`src/rtl/mandelbrot_iterator.sv`:
```
// mandelbrot_iterator: iteration controller for a single Mandelbrot point.
// Holds z, feeds it to the combinational generator, forms z' = z^2 + c,
// tests |z|^2 > 4.0 and reports the iteration count on a valid/ready port.
// Optional feature macro: MANDEL_GEN_PIPE_EN registers the generator outputs
// and splits each iteration into an EVAL (capture) and UPDATE (test) cycle.
module mandelbrot_iterator #(
    parameter int unsigned MAX_ITER  = 255,
    parameter int unsigned ITER_W    = 8,
    parameter int unsigned FRAC_BITS = 21
) (
    input  logic              clk,
    input  logic              rst,
    input  logic              start_valid,
    output logic              start_ready,
    input  logic [31:0]       c_re,
    input  logic [31:0]       c_im,
    output logic [31:0]       gen_a,
    output logic [31:0]       gen_b,
    input  logic [31:0]       aa_minus_bb,
    input  logic [31:0]       two_ab,
    input  logic [31:0]       aa_plus_bb,
    output logic              result_valid,
    input  logic              result_ready,
    output logic [ITER_W-1:0] iter_count,
    output logic              escaped
);

    localparam int unsigned DATA_W = 32;
    localparam logic signed [DATA_W-1:0] ESC_LIMIT = DATA_W'(4) << FRAC_BITS;
    localparam logic [ITER_W-1:0] K_MAX = ITER_W'(MAX_ITER);

`ifdef MANDEL_GEN_PIPE_EN
    typedef enum logic [1:0] {S_IDLE, S_EVAL, S_UPDATE, S_DONE} state_t;
    localparam state_t S_RUN  = S_EVAL;
    localparam state_t S_TEST = S_UPDATE;
`else
    typedef enum logic [1:0] {S_IDLE, S_ITER, S_DONE} state_t;
    localparam state_t S_RUN  = S_ITER;
    localparam state_t S_TEST = S_ITER;
`endif

    state_t              state, state_n;
    logic [DATA_W-1:0]   c_re_q, c_re_n, c_im_q, c_im_n;
    logic [DATA_W-1:0]   z_re, z_re_n, z_im, z_im_n;
    logic [ITER_W-1:0]   k, k_n;
    logic                start_ready_n, result_valid_n, escaped_n;
    logic [ITER_W-1:0]   iter_count_n;
    logic [DATA_W-1:0]   ev_mb, ev_ab, ev_pb;
    logic                ev_escape, ev_limit;

`ifdef MANDEL_GEN_PIPE_EN
    logic [DATA_W-1:0]   mb_q, ab_q, pb_q;

    // Capture generator outputs for the current z; z is stable across EVAL.
    always_ff @(posedge clk) begin
        if (rst) begin
            mb_q <= '0;
            ab_q <= '0;
            pb_q <= '0;
        end else begin
            mb_q <= aa_minus_bb;
            ab_q <= two_ab;
            pb_q <= aa_plus_bb;
        end
    end

    // Evaluation operands come from the capture registers.
    always_comb begin
        ev_mb = mb_q;
        ev_ab = ab_q;
        ev_pb = pb_q;
    end
`else
    // Evaluation operands come straight from the combinational generator.
    always_comb begin
        ev_mb = aa_minus_bb;
        ev_ab = two_ab;
        ev_pb = aa_plus_bb;
    end
`endif

    // Escape test is strict: |z|^2 == 4.0 keeps iterating.
    always_comb begin
        ev_escape = $signed(ev_pb) > ESC_LIMIT;
        ev_limit  = (k == K_MAX);
    end

    // Next-state and next-datapath logic for the control FSM.
    always_comb begin
        state_n        = state;
        c_re_n         = c_re_q;
        c_im_n         = c_im_q;
        z_re_n         = z_re;
        z_im_n         = z_im;
        k_n            = k;
        start_ready_n  = start_ready;
        result_valid_n = result_valid;
        iter_count_n   = iter_count;
        escaped_n      = escaped;
        case (state)
            S_IDLE: begin
                if (start_valid && start_ready) begin
                    c_re_n        = c_re;
                    c_im_n        = c_im;
                    z_re_n        = '0;
                    z_im_n        = '0;
                    k_n           = '0;
                    start_ready_n = 1'b0;
                    state_n       = S_RUN;
                end
            end
`ifdef MANDEL_GEN_PIPE_EN
            S_EVAL: begin
                state_n = S_UPDATE;
            end
`endif
            S_TEST: begin
                if (ev_escape) begin
                    iter_count_n   = k;
                    escaped_n      = 1'b1;
                    result_valid_n = 1'b1;
                    state_n        = S_DONE;
                end else if (ev_limit) begin
                    iter_count_n   = K_MAX;
                    escaped_n      = 1'b0;
                    result_valid_n = 1'b1;
                    state_n        = S_DONE;
                end else begin
                    z_re_n  = ev_mb + c_re_q;
                    z_im_n  = ev_ab + c_im_q;
                    k_n     = k + ITER_W'(1);
                    state_n = S_RUN;
                end
            end
            S_DONE: begin
                if (result_valid && result_ready) begin
                    result_valid_n = 1'b0;
                    start_ready_n  = 1'b1;
                    state_n        = S_IDLE;
                end
            end
            default: begin
                start_ready_n  = 1'b1;
                result_valid_n = 1'b0;
                state_n        = S_IDLE;
            end
        endcase
    end

    // State and datapath registers with synchronous reset.
    always_ff @(posedge clk) begin
        if (rst) begin
            state        <= S_IDLE;
            c_re_q       <= '0;
            c_im_q       <= '0;
            z_re         <= '0;
            z_im         <= '0;
            k            <= '0;
            start_ready  <= 1'b1;
            result_valid <= 1'b0;
            iter_count   <= '0;
            escaped      <= 1'b0;
        end else begin
            state        <= state_n;
            c_re_q       <= c_re_n;
            c_im_q       <= c_im_n;
            z_re         <= z_re_n;
            z_im         <= z_im_n;
            k            <= k_n;
            start_ready  <= start_ready_n;
            result_valid <= result_valid_n;
            iter_count   <= iter_count_n;
            escaped      <= escaped_n;
        end
    end

    assign gen_a = z_re;
    assign gen_b = z_im;

endmodule
```
`config.mk`:
```
export PLATFORM = sky130hd
export DESIGN_NAME = mandelbrot_iterator
export DESIGN_NICKNAME = d
export VERILOG_FILES = /design/src/rtl/mandelbrot_iterator.sv
export SDC_FILE = /design/constraint.sdc
export NUM_CORES = 1
export LEC_CHECK = 0
export CORE_AREA = 2 2 178 145
export CTS_CLUSTER_SIZE = 8
export DETAILED_ROUTE_END_ITERATION = 12
export DIE_AREA = 0 0 180 147
export SYNTH_ARGS = -nofsm -noshare
export SYNTH_HDL_FRONTEND = slang
export SYNTH_SLANG_ARGS = --single-unit
export TNS_END_PERCENT = 50
```
`constraint.sdc`:
```
create_clock -name clk -period 2.85 [get_ports clk]
set_clock_uncertainty 0.1 [all_clocks]
set_input_delay 0.57 -clock clk [delete_from_list [all_inputs] [get_ports clk]]
set_output_delay 0.57 -clock clk [all_outputs]
set_load 0.01 [all_outputs]
```
# After elaboration in Yosys (flattened, before gate mapping)
# Cells that the tools add are included.
# word_totals
regBits	149
input_bits	164
output_inout_bits	75
# classes
add_sub_neg	3
n_lt_le_gt_ge	1
eq_ne	8
n_mux	27
bitwise	2
reduce_logical	11
# ops
operator	count
$mux 32	5
$pmux 32 s2	2
$add 32x32->32	2
$mux 8	5
$gt 32x25->1 const B	1
$pmux 8 s2	1
$add 8x1->8 const B	1
$eq 8x8->1 const B	1
$mux 2	4
$ne 2x2->1 const B	4
$mux 1	7
$pmux 1 s3	2
$pmux 2 s3	1
$reduce_and 2->1	3
$reduce_and 3->1	2
$reduce_and 4->1	1
$reduce_bool 2->1	2
$ne 3x3->1 const B	1
$eq 2x1->1 const B	1
$eq 2x2->1 const B	1
$logic_and 1x1->1	2
$logic_not 2->1	1
$not 1->1	2

# Depth between registers and ports, before layout
# Gate-level depths: netlist of the first run.
# depth
word_depth	4
ltp_mapped	12

# Worst setup path after synthesis of the first run
# Ideal clock, no wire load.
# synth_timing
path_kind	in2reg
startpoint	in aa_minus_bb[0]
endpoint	reg z_re[26], in the netlist gen_a[26]
setup_time_ps	84
arrival_ps	2766
t_required_ps	2666
path_slack_ps	-100
cell_stages	12
path_buffers	0
path_cell_list	ha_1 > inv_1 > fa_1 > nor2b_1 > o21a_1 > o21ai_1 > a21oi_2 > o211ai_2 > a2111oi_4 > o21ai_1 > and3_1 > o31ai_2
# synth_between
elab_chain_cells	4
# synth_lines
item	line	rtl
from (decl)	19	input logic [31:0] aa_minus_bb,
$add 32x32->32	129	z_re_n = ev_mb + c_re_q;
$mux 32	123	end else if (ev_limit) begin
$mux 32	118	if (ev_escape) begin
$pmux 32 s2	100	case (state)
to (signal assigned)	167	z_re <= z_re_n;
to (decl)	44	logic [DATA_W-1:0] z_re, z_re_n, z_im, z_im_n;
# Every way passes these cells. The select of a mux whose other input is x is not followed.
# A chain may end at the register's enable or synchronous reset.

# Worst setup path in the final report of the first run
# layout_timing
startpoint	in aa_minus_bb[1]
endpoint	reg z_re[29], in the netlist gen_a[29]
# Same word-level chain as after synthesis.

==> flow_summary.toml, run 1 <==
[yosys]
yosysWarnings = 0
synth_ff_type = "dfxtp_1"
synthCells = 1100
yosys_register_bits = 149
syn_nets = 1329
synth-seq-area-share_pct = 35.2
synth_largest_area_cell = "dfxtp_1"
synth_area_per_cell_um2 = 7.71
yosysTopAreaCellShare_pct = 35.2
synth_edf_count = 0
async_flop_share_pct = 0
synth.distinct_cells = 61
synthTopCellsByArea = "dfxtp_1, nand2_1, ha_1, a21oi_1, nor2_1"
syn_area_um2 = 8480

[timing]
setup_viol = 0
final_max_slew_viol_count = 0
setup_ws_ns = 0.0780
hold_viol = 0
slew_headroom_pct = 49.9
max_freq_mhz = 361
period_share_pct = 97.3
worst_slew_pin_slew_ns = 0.751
tns_ns = 0
rsz0062_at_grt = "true"
fin_crit_ns = 2.77

[critical_path]
cpPeakStageDelay_ns = 0.33
cp-end-kind = "flip-flop"
path_class = "in -> reg"
arrival_ns = 3.00
worstPathMaxFanout = 2
critPathBufInv = 1
cp-start-kind = "input port"
crit_chain = "dlygate4sd2_1 -> ha_1 -> a211oi_2 -> o21bai_1 -> o21ai_1 -> a21oi_1 -> a21o_1 -> a211o_1 -> a221oi_1 -> xor2_1 -> o21ai_1"
required_ns = 3.07
crit_family = "compound AO/OA/AOI/OAI gates"
cp_slowest_cell = "ha_1"
cp_common_cell = "o21ai_1"

[floorplan]
die_y_um = 147
coreArea_um2 = 24800
dieArea_um2 = 26500
die_w_um = 180
fp-row-count = 52
start_util_pct = 34.2
io_pins = 239

[finish]
layout_commonest_cell = "clkdlybuf4s50_1"
fin_cells = 1818
area_delta_synth_final_pct = 57.1
fin_area_um2 = 13300
fill_cells = 2356
drive_gt1_share_pct = 17.9
nets = 1708
layout_common_cells = "clkdlybuf4s50_1, nand2_1, buf_4, dfxtp_1, a21oi_1"

[place]
place_area_um2 = 12300
dp_slack_ns = -0.744
place_congestion = 0.879
numPortBuffers = 238
placedCellCount = 1765
hpwl_um = 20600

[run_status]
status = "complete, no violations"

[route]
dr.pass1.iters = 5
remaining_drc_errors = 0
wl_um = 27300
drt_iter0_drc = 532
wire_per_inst_um = 15.0
dr_total_vias = 9135
routed_via_density = 5.02
ant_nets = 0

[grt]
grt.total_usage_pct = 20.2
grt_pass1_wl_um = 43900
overflow = 0
antenna_found_initial = 1
grt_start_max_net_pins = 68
grt_pass1_vias = 8862

[cts]
clock_latency_ns = 0.43
clockBufferDepth = 2
cts_buffers = 17
clockRootBuffer = "clkbuf_16"
clk_pin_slew_ns = 0.07
cts.sinks = 149
htreeDepth = 4
tritoncts = "yes"

[pwr]
leakage_nw = 5.49
power_density_nw_per_um2 = 476
vdd_drop_max_mv = 0.368

[min_path]
min_path_type = "reg -> reg"

[job]
maxCapViolations = 0
## flip-flops by register name (all words and copies together), names as in the netlist
name          cells
c_im_q           32
c_re_q           32
escaped           1
gen_a            32
gen_b            32
iter_count        8
k                 8
result_valid      1
start_ready       1
state             2
## power breakdown
| part | leakage (nW) | internal (W) | switching, W |
|---|---|---|---|
| Sequential | 1.21 | 0.00220 | 0.0000773 |
| Clock | 0.285 | 0.00131 | 0.00101 |
| Combinational | 3.99 | 0.000908 | 0.000836 |
## cell usage after synthesis (3+ instances only)
library cell and n:
a221oi_1 3, and3_1 7, nand2_1 218, a211o_1 5
xnor2_1 28, nand3_1 43, a21o_1 30, a211oi_1 19
a31o_2 3, o21ai_0 24, nor2b_1 11, ha_1 63
nor4_1 10, o21a_1 11, clkbuf_1 42, o21ai_1 35
nor2_1 73, nand4_1 7, nand2b_1 8, a21oi_1 149
o22ai_1 3, inv_1 25, o211ai_1 6, a31oi_1 15
xor2_1 26, or3_1 7, dfxtp_1 149, nor3_1 24
a22o_1 4, o31ai_1 3, o21bai_1 4, buf_1 7
## area by class of cell
type	instances	area (um^2)	share of cell area [%]
Sequential cell	149	2990	22.4
Antenna cell	2	5.00	0.0376
Timing Repair Buffer	411	3700	27.8
Multi-Input combinational cell	875	5530	41.5
Inverter	25	93.8	0.704
Clock buffer	17	425	3.19
Clock inverter	15	171	1.29
Tap cell	324	405	3.04
## path summary, 6_finish.rpt
kind | startpoint | slack, ns | cells after the start | end
worst min-delay path | gen_a[23] | 0.35 | 2 | gen_a[23]
worst max-delay path | aa_minus_bb[1] | 0.08 | 11 | gen_a[29]
worst max register to register | c_re_q[0] | 0.09 | 12 | gen_a[24]
worst min register to register | gen_a[23] | 0.35 | 2 | gen_a[23]
## timing repair
item / CTS / global route
setup buffers: 13 / 6
gates resized for setup: 26 / 41
setup endpoints to repair: 22 / 23
hold buffers: 0 / 0
pin swaps: 25 / 25
## cell families after synthesis
family                   Yosys count  synth area share [%]
AO/OA/AOI/OAI                    334                  24.0
XOR/XNOR                          54                  5.58
adder cells (fa/ha/maj)           65                  9.77
buffers and inverters             76                  3.39
AND/OR/NAND/NOR                  421                  21.9
multiplexers                       1                 0.118
flip-flops                       149                  35.2
## layer usage
layer,global-route usage [%],share of wire [%]
met1,27.7,48
met2,32.6,45
met3,4.76,6.3
met4,4.27,0.77
met5,0,0
## metrics by stage
stage / power (W) / hold WS (ns) / utilization, %
finish: 0.00635 / 0.350 / 53.7
global route: 0.00667 / 0.371 / 53.7
CTS: 0.00636 / 0.353 / 52.8
detailed placement: 0.00398 / 0.344 / 49.6
global placement: 0.00396 / 0.336 / 49.6
floorplan: 0.00316 / 0.340 / -
## worst reg2reg max path, cell delays in order (launching register included)
cell       delay, ns
dfxtp_4         0.38
ha_4            0.14
inv_2           0.04
fa_2            0.36
nor2b_2         0.15
o21a_1          0.17
o21ai_2         0.09
a21oi_2         0.16
o211ai_2        0.15
a2111oi_4       0.46
o21bai_1        0.13
and3_1          0.17
o31ai_2         0.19
Power figures use the tool's default switching activity.
==> inputs of run 2 (changes only) <==
- SLEW_MARGIN: not set -> 0
==> results of run 2 <==
The final DEF is identical to that of run 1; final timing and power are the same.
==> inputs of run 3 (changes only) <==
- ABC_AREA: not set -> 1
- CORE_AREA: 2 2 178 145 -> 2 2 196 160
- DIE_AREA: 0 0 180 147 -> 0 0 198 162
- TNS_END_PERCENT: 50 -> 30
==> run 3 against run 2 <==
Clock power barely moved. Global-route usage rose by 2.1 points. First-iteration DRC count is 34% higher. Via count is 22% higher. Synthesized cell count increased by 58%. Flip-flop and latch count unchanged. Worst hold slack better by 0.011 ns. Synthesized area is 23% higher. Critical path depth is 1 higher. Combinational power rose by 81%. Non-clock buffer count down 117. Die area grew 21%.
==> flow_summary.toml, run 3 <==
[run_status]
status = "complete, no violations"

[place]
hpwl_um = 28000
place_congestion = 0.912
place_area_um2 = 13600
placedCellCount = 2398
numPortBuffers = 238

[yosys]
synth.distinct_cells = 37
synth_ff_type = "dfxtp_1"
synth_edf_count = 0
yosysMostFrequentCell = "nand2_1"
async_flop_share_pct = 0
synth_area_per_cell_um2 = 6.00
syn_nets = 1964
synth_largest_area_cell = "dfxtp_1"
syn_area_um2 = 10400
yosys-top-cells-count = "nand2_1, inv_1, nor2_1"
synthCells = 1735
synth-seq-area-share_pct = 28.6
yosysTopAreaCellShare_pct = 28.6
synthTopCellsByArea = "dfxtp_1, nand2_1, inv_1, nor2_1, ha_1"
yosysWarnings = 0
yosys_register_bits = 149

[grt]
grt_pass1_wl_um = 55600
antenna_found_initial = 0
grt.total_usage_pct = 22.3
overflow = 0
grt_pass1_vias = 10300
grt_start_max_net_pins = 75

[critical_path]
cp_slowest_cell = "ha_1"
reg2reg_from = "c_im_q[22]"
cp_num_cells = 12
cp_common_cell = "nand2_1"
path_class = "in -> reg"
required_ns = 3.06
cp-end-kind = "flip-flop"
ff2ff_setup_slack_ns = 0.52
cp-start-kind = "input port"
reg2reg_depth = 11
cpPeakStageDelay_ns = 0.42
arrival_ns = 2.77
r2r_end = "gen_b[29]"
cp-startpoint = "two_ab[22]"
crit_chain = "clkdlybuf4s50_1 -> ha_1 -> nand2_1 -> nor2_1 -> inv_1 -> nor3_1 -> and2_1 -> nand2_1 -> nand2_1 -> nand2_1 -> nand3_1 -> a21oi_1"
crit_family = "simple AND/OR/NAND/NOR gates"
critPathBufInv = 2
worstPathMaxFanout = 5

[floorplan]
start_util_pct = 34.7
die_w_um = 198
coreArea_um2 = 30000
dieArea_um2 = 32100
fp-row-count = 57
io_pins = 239
die_y_um = 162

[pwr]
vdd_drop_max_mv = 0.407
power_density_nw_per_um2 = 561
leakage_nw = 6.86
power_w = 0.00793

[timing]
fin_crit_ns = 2.56
period_share_pct = 90.0
slew_headroom_pct = 55.6
hold_viol = 0
rsz0062_at_grt = "false"
fin_hold_ws_ns = 0.361
setup_viol = 0
worst_slew_pin_slew_ns = 0.666
final_max_slew_viol_count = 0
max_freq_mhz = 390

[cts]
htreeDepth = 4
post_cts_resized = 0
clk_pin_slew_ns = 0.06
hold_buffers = 0
cts.sinks = 149
tritoncts = "yes"
clockBufferDepth = 2
clock_latency_ns = 0.45
post_cts_buffers = 0
cts_buffers = 17
clockRootBuffer = "clkbuf_16"

[finish]
nets = 2233
diodes = 0
area_delta_synth_final_pct = 35.9
fill_cells = 3195
fin_cells = 2430
drive_gt1_share_pct = 6.59
layout_common_cells = "nand2_1, inv_1, clkdlybuf4s50_1, nor2_1, dfxtp_1"
fin_area_um2 = 14100
postLayoutCoreUtil_pct = 47.1
layout_commonest_cell = "nand2_1"

[route]
ant_nets = 0
drt_iter0_drc = 713
routed.top_layer = "met4"
remaining_drc_errors = 0
routed_via_density = 4.59
wl_met2_um = 14000
wl_met3_um = 2350
dr_total_vias = 11200
wire_per_inst_um = 14.7
wl_um = 35800
met1_length_um = 19100
dr.pass1.iters = 5

[min_path]
worstHoldEndpoint = "escaped"
hold_path_depth = 2
hold_start = "escaped"
min_path_type = "reg -> reg"

[job]
maxCapViolations = 0
==> run 3: cell types whose count changed after synthesis, moves of 13 or more <==
| cell | delta |
|---|---|
| clkbuf_1 | -16 |
| or2_2 | +13 |
| a31oi_1 | -15 |
| o21ai_0 | +50 |
| a21o_1 | -27 |
| o21ai_1 | -35 |
| xnor2_1 | -26 |
| a211oi_1 | -19 |
| nand3_1 | +47 |
| inv_1 | +246 |
| a21oi_1 | -43 |
| nand2_1 | +357 |
| nor2_1 | +160 |
==> run 3: worst max path at each step <==
stage	endpoint	slack, ns
floorplan	gen_b[24]	0.75
global placement	gen_b[20]	-0.11
detailed placement	gen_b[29]	-0.08
CTS	gen_b[29]	0.35
global route	gen_b[29]	0.16
finish	gen_b[29]	0.29
==> run 3: tightest hold or removal path, stage by stage (launching register included) <==
cell and delay, ns:
dfxtp_1 0.31, nand2_1 0.06, a21oi_1 0.05
==> run 3: cell type report <==
cell class                 count  area, um^2  share of cell area (%)
multi-input combinational   1269        6150                    43.5
sequential                   149        2980                    21.1
timing repair buffer         294        2890                    20.4
inverter                     273        1020                    7.24
tap                          413         517                    3.65
clock buffer                  17         425                    3.01
clock inverter                15         158                    1.11
==> run 3: kinds of logic after synthesis <==
| group | count (synthesis) | share of synthesized area (%) |
|---|---|---|
| simple gates | 985 | 39.2 |
| buf+inv | 317 | 12.3 |
| compound gates | 198 | 10.1 |
| flops | 149 | 28.6 |
| fa+ha+maj | 65 | 7.95 |
| xor+xnor | 21 | 1.77 |
==> run 3: power breakdown <==
part           leakage [nW]  switching [W]  internal [W]
combinational          5.36        0.00189       0.00126
clock                 0.282        0.00108       0.00124
sequential             1.22       0.000138       0.00232
total                  6.86        0.00311       0.00483
==> run 3: routing by layer <==
layer | up-vias | GRT usage [%]
li1 | 5916 | -
met5 | - | 0
met3 | 15 | 4.86
met4 | 0 | 3.90
met2 | 289 | 32.4
met1 | 4932 | 33.8
==> run 3: through the flow <==
stage	setup TNS (ns)	setup WS [ns]
after floorplan	0	0.746
after global placement	-0.209	-0.112
after detailed placement	-0.146	-0.0763
after CTS	0	0.351
after global routing	0	0.160
final	0	0.285
